--- config.mk ---
export PLATFORM = sky130hd
export DESIGN_NAME = detect_event_counter
export DESIGN_NICKNAME = d
export VERILOG_FILES = /design/src/rtl/detect_pkg.sv /design/src/rtl/rise_detect.sv /design/src/rtl/detect_event_counter.sv
export SDC_FILE = /design/constraint.sdc
export NUM_CORES = 1
export LEC_CHECK = 0
export CAP_MARGIN = 20
export CORE_UTILIZATION = 45
export DETAILED_ROUTE_END_ITERATION = 16
export PLACE_DENSITY = 0.7
export SYNTH_ARGS = -nofsm -noshare
export SYNTH_HDL_FRONTEND = slang
export SYNTH_SLANG_ARGS = --single-unit
--- constraint.sdc ---
create_clock -name clock -period 4.1 [get_ports clock]
set_clock_uncertainty 0.2 [all_clocks]
set_input_delay 0.82 -clock clock [delete_from_list [all_inputs] [get_ports clock]]
set_output_delay 0.82 -clock clock [all_outputs]
set_load 0.1 [all_outputs]
--- src/rtl/detect_pkg.sv ---
`default_nettype none
// +--------------------------------------------------------------------------+
// | detect_pkg: shared state encoding and helpers for the event counter.     |
// | Revision: 1.0                                                            |
// +--------------------------------------------------------------------------+
package detect_pkg;

  typedef logic [1:0] state_t;

  localparam state_t c_ST_IDLE   = 2'd0;
  localparam state_t c_ST_COUNT  = 2'd1;
  localparam state_t c_ST_REPORT = 2'd2;

  // Saturation ceiling of a w-bit counter.
  function automatic int cnt_max(input int w);
    return (1 << w) - 1;
  endfunction

endpackage
`default_nettype wire

--- src/rtl/rise_detect.sv ---
`default_nettype none
// +--------------------------------------------------------------------------+
// | rise_detect: flags the first cycle of each high period on d.             |
// | Revision: 1.0                                                            |
// +--------------------------------------------------------------------------+
module rise_detect (
  input  logic clock,
  input  logic reset,
  input  logic d,
  output logic rise
);

  logic r_f_q;

  always_ff @(posedge clock or negedge reset) begin
    if (!reset) r_f_q <= 1'b0;
    else        r_f_q <= d;
  end

  assign rise = d & ~r_f_q;

endmodule
`default_nettype wire

--- src/rtl/detect_event_counter.sv ---
`default_nettype none
// +--------------------------------------------------------------------------+
// | detect_event_counter: counts rising edges of F over tumbling windows,    |
// | reports per-window totals and raises a sticky threshold alarm.           |
// | Revision: 1.0                                                            |
// +--------------------------------------------------------------------------+
module detect_event_counter
  import detect_pkg::*;
#(
  parameter int CNT_W  = 8,
  parameter int WINDOW = 16,
  parameter int THRESH = 3
) (
  input  logic             clock,
  input  logic             reset,
  input  logic             enable,
  input  logic             F,
  input  logic             clear,
  output logic             event_pulse,
  output logic [CNT_W-1:0] count,
  output logic [CNT_W-1:0] last_count,
  output logic             window_done,
  output logic             alarm
);

  localparam int               c_WIN_W    = $clog2(WINDOW);
  localparam logic [CNT_W-1:0] c_CNT_MAX  = CNT_W'(cnt_max(CNT_W));
  localparam logic [CNT_W-1:0] c_THRESH   = CNT_W'(THRESH);
  localparam logic [c_WIN_W-1:0] c_WIN_LAST = c_WIN_W'(WINDOW - 1);

  state_t             r_state, w_state_next;
  logic [c_WIN_W-1:0] r_win_cnt, w_win_next;
  logic [CNT_W-1:0]   r_count, w_count_next, w_count_inc;
  logic [CNT_W-1:0]   r_last_count, w_last_next;
  logic               r_event_pulse, r_window_done, r_alarm, w_wd_next;
  logic               w_rise;

  rise_detect u_rise (
    .clock (clock),
    .reset (reset),
    .d     (F),
    .rise  (w_rise)
  );

  assign w_count_inc = (r_count == c_CNT_MAX) ? r_count : r_count + CNT_W'(1);

  always_comb begin
    w_state_next = r_state;
    w_count_next = r_count;
    w_win_next   = r_win_cnt;
    w_last_next  = r_last_count;
    w_wd_next    = 1'b0;
    case (r_state)
      c_ST_IDLE: begin
        w_count_next = '0;
        w_win_next   = '0;
        if (enable) w_state_next = c_ST_COUNT;
      end
      c_ST_COUNT: begin
        if (!enable) begin
          w_state_next = c_ST_IDLE;
          w_count_next = '0;
          w_win_next   = '0;
        end else begin
          w_count_next = w_rise ? w_count_inc : r_count;
          if (r_win_cnt == c_WIN_LAST) begin
            w_state_next = c_ST_REPORT;
            w_win_next   = '0;
            w_last_next  = w_count_next;
            w_wd_next    = 1'b1;
          end else begin
            w_win_next = r_win_cnt + c_WIN_W'(1);
          end
        end
      end
      c_ST_REPORT: begin
        // A rise during the report cycle seeds the next window.
        w_win_next = '0;
        if (enable) begin
          w_state_next = c_ST_COUNT;
          w_count_next = CNT_W'(w_rise);
        end else begin
          w_state_next = c_ST_IDLE;
          w_count_next = '0;
        end
      end
      default: begin
        w_state_next = c_ST_IDLE;
        w_count_next = '0;
        w_win_next   = '0;
      end
    endcase
  end

  always_ff @(posedge clock or negedge reset) begin
    if (!reset) begin
      r_state       <= c_ST_IDLE;
      r_win_cnt     <= '0;
      r_count       <= '0;
      r_last_count  <= '0;
      r_event_pulse <= 1'b0;
      r_window_done <= 1'b0;
      r_alarm       <= 1'b0;
    end else if (clear) begin
      r_state       <= c_ST_IDLE;
      r_win_cnt     <= '0;
      r_count       <= '0;
      r_last_count  <= '0;
      r_event_pulse <= 1'b0;
      r_window_done <= 1'b0;
      r_alarm       <= 1'b0;
    end else begin
      r_state       <= w_state_next;
      r_win_cnt     <= w_win_next;
      r_count       <= w_count_next;
      r_last_count  <= w_last_next;
      r_event_pulse <= w_rise;
      r_window_done <= w_wd_next;
      if (w_count_next >= c_THRESH) r_alarm <= 1'b1;
    end
  end

  assign event_pulse = r_event_pulse;
  assign count       = r_count;
  assign last_count  = r_last_count;
  assign window_done = r_window_done;
  assign alarm       = r_alarm;

endmodule
`default_nettype wire

==> flow_summary.toml, run 1 <==
[outcome]
outcome = "complete, no violations"

[sta]
max_clock_freq_ghz = 0.3249
report.final.slew_viol_count = 0
finalHoldViolCount = 0
timing.final.crit_share_pct = 75.07
max_slew_margin_pct = 34.97
setup_viol_count_final = 0
rsz0062_at_grt = "no"
worst_slew_pin_slew_ns = 0.9725
hold_slack_ns = 0.2758
tns_setup_ns = 0
timing.final.crit_period_ns = 3.078
worst_slack_ns = 1.022

[floorplanning]
die_h_um = 58.08
initial_utilization_pct = 49.20
core.rowCount = 19
die_area_sq_mm = 0.003373
pin_count = 24
fp.coreArea_sq_mm = 0.002877
horizontal_die_dimension_um = 58.08

[drt]
post_detailed_route_wirelength_per_cell_um = 13.88
drtAntennaViolNets = 0
drt_iter0_drc = 54
route.detailed.drc = 0
via_count = 1160
route.layer.met1.wl_mm = 1.462
met3_wirelength_um = 98
dr_wl_met2_mm = 1.327
route.final.wire_length_mm = 2.942
viasPerCell = 5.472
iteration_count_of_the_initial_detailed_routing_pass = 4
dr.max_layer_used = "met4"

[yosys]
synthMostInstantiatedCell = "sky130_fd_sc_hd__dfrtp_1"
ys_ff_latch = 26
yosys_warnings = 0
mappedNetlistArea_sq_mm = 0.001415
fraction_of_registers_with_async_set_reset_pct = 100.0
synth_top_area_cell = "sky130_fd_sc_hd__dfrtp_1"
synth.distinct_cells = 41
synth_enable_flop_cells = 0
yosys-top-cells-count = "sky130_fd_sc_hd__dfrtp_1 (26), sky130_fd_sc_hd__nor2_1 (20), sky130_fd_sc_hd__nand2_1 (15)"
yosysSeqAreaShare_pct = 45.98
synthesis.instances = 150
postSynthNetCount = 161
syn_avg_cell_area_sq_um = 9.434
dominant_register_cell_in_the_synthesized_netlist = "sky130_fd_sc_hd__dfrtp_1"
yosys-top-cells-area = "sky130_fd_sc_hd__dfrtp_1 (46%), sky130_fd_sc_hd__ha_1 (5.3%), sky130_fd_sc_hd__nor2_1 (5.3%)"
synth_top_area_share_pct = 45.98

[cts]
clkSinkCount = 26
clk_latency_ns = 0.31
cts_max_level = 1
cts-hold-fix-buffers = 0
clk_transition_reported_paths_ns = 0.14
cts-resized-gates = 0
cts_buffer_depth = 2
cts_made_buffers = 3
clock-root-buffer = "sky130_fd_sc_hd__clkbuf_4"
cts_post_setup_buffers_inserted = 0
cts_tree = "yes"

[worst_hold_path]
worstHoldStart = "r_win_cnt[0]"
worst_hold_path.endpoint = "r_win_cnt[0]"
timing.hold.worst.class = "register to register"
timing.hold.worst_path_depth = 1

[grt]
grt_use_total_pct = 19.61
grt_pass1_vias = 1126
grt_overflow_total = 0
grt_pass1_wl_mm = 5.161
antenna_found_initial = 0
pin_count_of_the_biggest_net_entering_global_routing = 27

[placed_design]
place.gp.congestion = 0.8020
port_buffers = 23
preCtsSetupSlack_ns = 1.395
dpl-instance-area_sq_mm = 0.001673
hpwl_mm = 2.095

[cells_and_area]
register_area_sq_um = 650.6
diodes = 0
layout.core_utilization_pct = 58.94
fin_area_sq_mm = 0.001695
multiInputGateArea_sq_um = 724.4
area.growth.synth_to_final_pct = 19.81
layout.filler_cells = 269
layout_cell_share_with_drive_strength_beyond_1_pct = 7.647
final_nets = 183

[pwr]
power.static_leakage_nw = 0.7019
vdd_ir_drop_max_v = 0.0001470
power-per-cell-area_mw_per_mm2 = 264.1

[worst_setup_path]
worst_r2r_startpoint = "count[0]"
worst-r2r-setup-slack_ns = 1.97
crit_path_max_fanout = 11
criticalPathCategory = "register to output port"
crit_chain = "clkdlybuf4s50_1"
setup.worst_path.end_class = "output port"
cp_num_buf_inv = 1
cp_data_arrival_time_ns = 2.06
critical-path-slowest-cell = "sky130_fd_sc_hd__clkdlybuf4s50_1"
critPathRequiredTime_ns = 3.08
ff2ff_path_depth = 6
start_kind = "register"
cp_top_family = "buffers and inverters"
critical_path.reg2reg.endpoint = "last_count[4]"
slowest_delay_ns = 1.20

[flow_run]
max-cap-violations = 0
==> per-stage QoR <==
step,total power [mW],cells
after floorplan,0.3213,150
after global placement,0.3414,209
after detailed placement,0.3461,209
after CTS,0.4532,212
after global routing,0.4739,212
final,0.4477,212
==> how the worst max path moves through the flow <==
| stage | slack [ns] | startpoint | depth (start not counted) | endpoint |
|---|---|---|---|---|
| after floorplan | 1.58 | count[0] | 7 | last_count[6] |
| after global placement | 1.40 | count[2] | 1 | count[2] |
| after detailed placement | 1.40 | count[2] | 1 | count[2] |
| after CTS | 1.02 | count[2] | 1 | count[2] |
| after global routing | 0.96 | count[2] | 1 | count[2] |
| final | 1.02 | count[2] | 1 | count[2] |
==> state kept, by name (all words and copies together) (netlist names) <==
signal / flops
alarm: 1
count: 8
event_pulse: 1
last_count: 8
r_state: 2
r_win_cnt: 4
u_rise.r_f_q: 1
window_done: 1
==> final cells by class <==
type                    count  share of cell area [%]
flip-flops and latches     26                   38.38
multi-input cells         115                   42.73
clock buffers               3                   1.328
inverters                   2                  0.4428
repair buffers             24                   14.02
well taps                  42                   3.100
==> metal layers <==
| metal | global-route usage (%) | vias up |
|---|---|---|
| met5 | 0 | - |
| met4 | 7.143 | 0 |
| met3 | 2.679 | 8 |
| met2 | 31.36 | 24 |
| met1 | 27.26 | 555 |
| li1 | - | 573 |
==> cells in the final DEF (no fill, tap or decap), types with 2 or more instances in the layout <==
cell,instances
sky130_fd_sc_hd__o21ai_0,8
sky130_fd_sc_hd__a211oi_1,4
sky130_fd_sc_hd__nand2_1,15
sky130_fd_sc_hd__o21ai_1,2
sky130_fd_sc_hd__inv_1,2
sky130_fd_sc_hd__a21oi_1,8
sky130_fd_sc_hd__or3_1,2
sky130_fd_sc_hd__xor2_1,2
sky130_fd_sc_hd__clkbuf_4,3
sky130_fd_sc_hd__o41ai_1,2
sky130_fd_sc_hd__mux2i_1,4
sky130_fd_sc_hd__dfrtp_1,26
sky130_fd_sc_hd__xnor2_1,2
sky130_fd_sc_hd__nor2_1,20
sky130_fd_sc_hd__ha_1,6
sky130_fd_sc_hd__and2_1,3
sky130_fd_sc_hd__nor3_1,2
sky130_fd_sc_hd__nor2b_1,5
sky130_fd_sc_hd__nand4_1,3
sky130_fd_sc_hd__clkdlybuf4s50_1,23
sky130_fd_sc_hd__nand3_1,7
==> logic make-up after synthesis <==
kind of cell,synth area share [%]
compound gates,13.71
fa+ha+maj,5.305
flops,45.98
buf+inv,2.829
mux,2.829
xor+xnor,2.476
simple gates,26.88
==> power by group <==
part | switching, mW | total [mW] | leakage, nW | internal (mW)
sequential | 0.00728 | 0.271 | 0.359 | 0.263
clock | 0.0732 | 0.108 | 0.0138 | 0.0344
combinational | 0.0432 | 0.0694 | 0.329 | 0.0262
Power figures use the tool's default switching activity.
==> inputs of run 2 (changes only) <==
- clock period: 4.1 -> 3 ns (I/O delays scaled with it)
==> flow_summary.toml, run 2 (synthesis results as in run 1) <==
[worst_hold_path]
timing.hold.worst_path_depth = 1
worst_hold_path.endpoint = "r_win_cnt[0]"
timing.hold.worst.class = "register to register"
worstHoldStart = "r_win_cnt[0]"

[cells_and_area]
final_nets = 184
final_common_cell = "sky130_fd_sc_hd__dfrtp_1"
post_layout_nonfiller_instances = 214
diodes = 0
register_area_sq_um = 650.6
layout.filler_cells = 261
multiInputGateArea_sq_um = 724.4
layout_cell_share_with_drive_strength_beyond_1_pct = 19.77
area.growth.synth_to_final_pct = 19.10
most-common-layout-cells = "sky130_fd_sc_hd__dfrtp_1 (26), sky130_fd_sc_hd__buf_4 (21), sky130_fd_sc_hd__nor2_1 (20), sky130_fd_sc_hd__nand2_1 (15)"

[pwr]
power.static_leakage_nw = 0.7599
power-per-cell-area_mw_per_mm2 = 420.7
vdd_ir_drop_max_v = 0.0003688

[placed_design]
port_buffers = 23
hpwl_mm = 2.154
place.gp.congestion = 0.8444
place.detailed.instances = 210

[cts]
cts-resized-gates = 0
clkSinkCount = 26
cts_post_setup_buffers_inserted = 0
cts_buffer_depth = 2
cts_made_buffers = 3
clk_latency_ns = 0.33
clock-root-buffer = "sky130_fd_sc_hd__clkbuf_4"
cts_max_level = 1
cts-hold-fix-buffers = 0
cts_tree = "yes"
clk_transition_reported_paths_ns = 0.15

[worst_setup_path]
cp_data_arrival_time_ns = 2.19
critical_path.reg2reg.endpoint = "last_count[4]"
crit_path_max_fanout = 8
timing.critical_path.from = "count[0]"
criticalPathCategory = "register to register"
start_kind = "register"
worst-r2r-setup-slack_ns = 0.83
ff2ff_path_depth = 6
critPathRequiredTime_ns = 3.02
worst_r2r_startpoint = "count[0]"
setup.worst_path.end_class = "register"

[drt]
drtAntennaViolNets = 0
route.detailed.drc = 0
drt_iter0_drc = 73
via_count = 1173
post_detailed_route_wirelength_per_cell_um = 14.14
viasPerCell = 5.481
route.final.wire_length_mm = 3.026
iteration_count_of_the_initial_detailed_routing_pass = 5

[sta]
setup_viol_count_final = 0
report.final.slew_viol_count = 0
rsz0062_at_grt = "no"
timing.final.crit_period_ns = 2.165
worst_slew_pin_slew_ns = 0.3766
tns_setup_ns = 0
finalHoldViolCount = 0
max_clock_freq_ghz = 0.4618
max_slew_margin_pct = 74.63
timing.final.crit_share_pct = 72.18

[floorplanning]
pin_count = 24
initial_utilization_pct = 49.20
core.rowCount = 19
fp.coreArea_sq_mm = 0.002877
die_area_sq_mm = 0.003373
horizontal_die_dimension_um = 58.08
die_h_um = 58.08

[outcome]
outcome = "complete, no violations"

[flow_run]
max-cap-violations = 0

[grt]
antenna_found_initial = 0
grt_overflow_total = 0
grt_pass1_wl_mm = 5.085
grt_pass1_vias = 1092
pin_count_of_the_biggest_net_entering_global_routing = 27
grt_use_total_pct = 19.63
## run 2: cell types whose count changed in the layout (fill, tap and decap cells not counted), sizes merged
| cell | before | now |
|---|---|---|
| clkdlybuf4s50 | 23 | 4 |
| bufinv | 0 | 1 |
| buf | 1 | 21 |
## run 2: critical path, stage by stage, from the launching register on
cell and delay [ns]:
sky130_fd_sc_hd__dfrtp_1 0.53, sky130_fd_sc_hd__ha_1 0.34, sky130_fd_sc_hd__and3b_1 0.34, sky130_fd_sc_hd__nand4_1 0.15, sky130_fd_sc_hd__o21ai_0 0.19, sky130_fd_sc_hd__o21ai_0 0.16
sky130_fd_sc_hd__nor2b_1 0.15
## run 2: cell type report
type,instances,share of cell area (%)
clock buffer,3,1.336
tap,42,3.118
inverter,2,0.4454
timing repair buffer,25,11.73
clock inverter,1,1.782
sequential,26,38.60
multi-input combinational,115,42.98
## run 2: routing by layer
metal	vias up	track usage, %	wire [um]
met5	-	0	0
met4	0	3.401	17
met3	2	4.018	143
met2	29	31.86	1440
met1	568	27.57	1424
li1	574	-	-
## run 2: worst max path at each step
stage | endpoint | slack, ns | cells after the start
final | last_count[4] | 0.83 | 6
after global routing | last_count[4] | 0.72 | 6
after CTS | last_count[7] | 0.87 | 6
after detailed placement | alarm | 0.54 | 6
after global placement | last_count[7] | 0.56 | 6
after floorplan | last_count[6] | 0.48 | 7
## run 2: metrics by stage
| stage | cell area (sq um) | worst slack [ns] | hold slack (ns) | utilization [%] | power [mW] |
|---|---|---|---|---|---|
| after CTS | 1685 | 0.8703 | 0.2805 | 58.59 | 0.7140 |
| after global routing | 1685 | 0.7203 | 0.2954 | 58.59 | 0.7403 |
| after floorplan | 1415 | 0.4831 | 0.1044 | - | 0.4390 |
| after global placement | 1633 | 0.5609 | 0.2388 | 56.76 | 0.4676 |
| after detailed placement | 1633 | 0.5355 | 0.2618 | 56.76 | 0.4739 |
| final | 1685 | 0.8346 | 0.2721 | 58.59 | 0.7091 |
## run 2: report_power, final
group | switching, mW | internal (mW)
combinational | 0.0595 | 0.0368
clock | 0.107 | 0.135
sequential | 0.0101 | 0.360
total | 0.177 | 0.532
==> inputs of run 3 (changes only) <==
- clock period: 3 -> 2 ns (I/O delays scaled with it)
==> flow_summary.toml, run 3 (synthesis results as in run 1) <==
[sta]
max_slew_margin_pct = 77.55
setup_viol_count_final = 0
report.final.slew_viol_count = 0
timing.final.crit_period_ns = 1.881
rsz0062_at_grt = "no"
worst_slew_pin_slew_ns = 0.3367
max_clock_freq_ghz = 0.5315
finalHoldViolCount = 0
timing.final.crit_share_pct = 94.07

[cells_and_area]
diodes = 0
final_nets = 196
fin_area_sq_mm = 0.002057
area.growth.synth_to_final_pct = 45.36
final_common_cell = "sky130_fd_sc_hd__nor2_1"
layout_cell_share_with_drive_strength_beyond_1_pct = 32.07
most-common-layout-cells = "sky130_fd_sc_hd__nor2_1 (20), sky130_fd_sc_hd__buf_12 (19), sky130_fd_sc_hd__dfrtp_1 (18), sky130_fd_sc_hd__nand2_1 (14), sky130_fd_sc_hd__buf_4 (14)"

[worst_setup_path]
critPathRequiredTime_ns = 2.07
worst-r2r-setup-slack_ns = 0.12
setup.worst_path.end_class = "register"
criticalPathCategory = "register to register"
crit_path_max_fanout = 4
cp_data_arrival_time_ns = 1.95
critical-path-slowest-cell = "sky130_fd_sc_hd__dfrtp_1"
slowest_delay_ns = 0.45
crit_chain = "inv_2 > ha_2 > nand2_2 > or3_1 > mux2i_1 > o21bai_1 > a31oi_1"
ff2ff_path_depth = 7
critical_path.reg2reg.endpoint = "alarm"
cp_num_buf_inv = 1
worst_r2r_startpoint = "r_state[1]"
cp_top_family = "flip-flops"
start_kind = "register"

[floorplanning]
pin_count = 24
die_h_um = 58.08
die_area_sq_mm = 0.003373
core.rowCount = 19
initial_utilization_pct = 49.20
fp.coreArea_sq_mm = 0.002877
horizontal_die_dimension_um = 58.08

[flow_run]
max-cap-violations = 0

[cts]
clk_transition_reported_paths_ns = 0.15
cts_tree = "yes"
clock-root-buffer = "sky130_fd_sc_hd__clkbuf_4"
cts-hold-fix-buffers = 0
cts_max_level = 1
cts_buffer_depth = 2
clkSinkCount = 26
cts_made_buffers = 3
clk_latency_ns = 0.34

[grt]
grt_pass1_wl_mm = 5.699
grt_overflow_total = 0
grt_pass1_vias = 1202
pin_count_of_the_biggest_net_entering_global_routing = 27
grt_use_total_pct = 22.45
antenna_found_initial = 0

[drt]
drtAntennaViolNets = 0
via_count = 1230
post_detailed_route_wirelength_per_cell_um = 14.81
iteration_count_of_the_initial_detailed_routing_pass = 4
route.final.wire_length_mm = 3.346
drt_iter0_drc = 48
viasPerCell = 5.442
route.detailed.drc = 0

[pwr]
power.static_leakage_nw = 0.8485
vdd_ir_drop_max_v = 0.0004908
p_int_mw = 0.8207
power.share.switching_pct = 25.53
power-per-cell-area_mw_per_mm2 = 535.8
finalPower_mw = 1.102
power.switching_mw = 0.2814
combPwrFrac_pct = 16.0
seq_power_share_pct = 50.5
clockPowerShare_pct = 33.4

[placed_design]
dpl-instance-area_sq_mm = 0.001991
hpwl_mm = 2.598
place.gp.congestion = 0.8164
port_buffers = 23

[worst_hold_path]
timing.hold.worst.class = "input port to asynchronous set/reset pin"

[outcome]
outcome = "complete, no violations"
==> run 3: worst max-delay path by stage <==
stage	to	from	slack [ns]	cells past startpoint
5_1_grt	alarm	r_state[1]	0.001	7
3_5_place_dp	last_count[7]	F	-0.20	6
6_report	alarm	r_state[1]	0.12	7
3_3_place_gp	last_count[7]	F	-0.15	6
4_1_cts	count[0]	r_state[1]	0.09	7
2_1_floorplan	alarm	count[5]	0.02	6
==> run 3: layout make-up <==
type,instances,area [sq um]
fillers,216,819.5
multi-input cells,115,743.2
flip-flops and latches,26,675.6
repair buffers,37,525.5
well taps,42,52.55
clock inverters,1,30.03
clock buffers,3,22.52
inverters,2,7.507
==> run 3: repair_timing <==
action	4_1_cts	5_1_grt
gates resized for setup	0	4
endpoints found under the setup margin	0	4
setup buffers	0	1
==> run 3: power by group through the flow <==
stage	clock (mW)	combinational, mW	sequential, mW
6_report	0.369	0.177	0.557
5_1_grt	0.390	0.198	0.559
4_1_cts	0.374	0.169	0.556
3_5_place_dp	0	0.168	0.567
3_3_place_gp	0	0.156	0.566
2_1_floorplan	0	0.0875	0.572
==> run 3: per-stage QoR <==
step	TNS, ns	utilization (%)	instances	worst slack, ns	hold slack [ns]
2_1_floorplan	0	-	150	0.02009	-0.09559
3_3_place_gp	-1.000	69.20	221	-0.1498	0.2498
3_5_place_dp	-1.493	69.20	221	-0.1974	0.2573
4_1_cts	0	71.03	225	0.08901	0.2181
5_1_grt	0	71.51	226	0.001344	0.2297
6_report	0	71.51	226	0.1186	0.2010
==> run 3: per-layer routing <==
| layer | vias to the layer above | share of wire, % | global-route usage [%] |
|---|---|---|---|
| met1 | 594 | 45 | 31.89 |
| met5 | - | 0 | 0 |
| met3 | 5 | 3.9 | 2.679 |
| met4 | 0 | 1.1 | 5.102 |
| li1 | 598 | - | - |
| met2 | 33 | 50 | 36.95 |
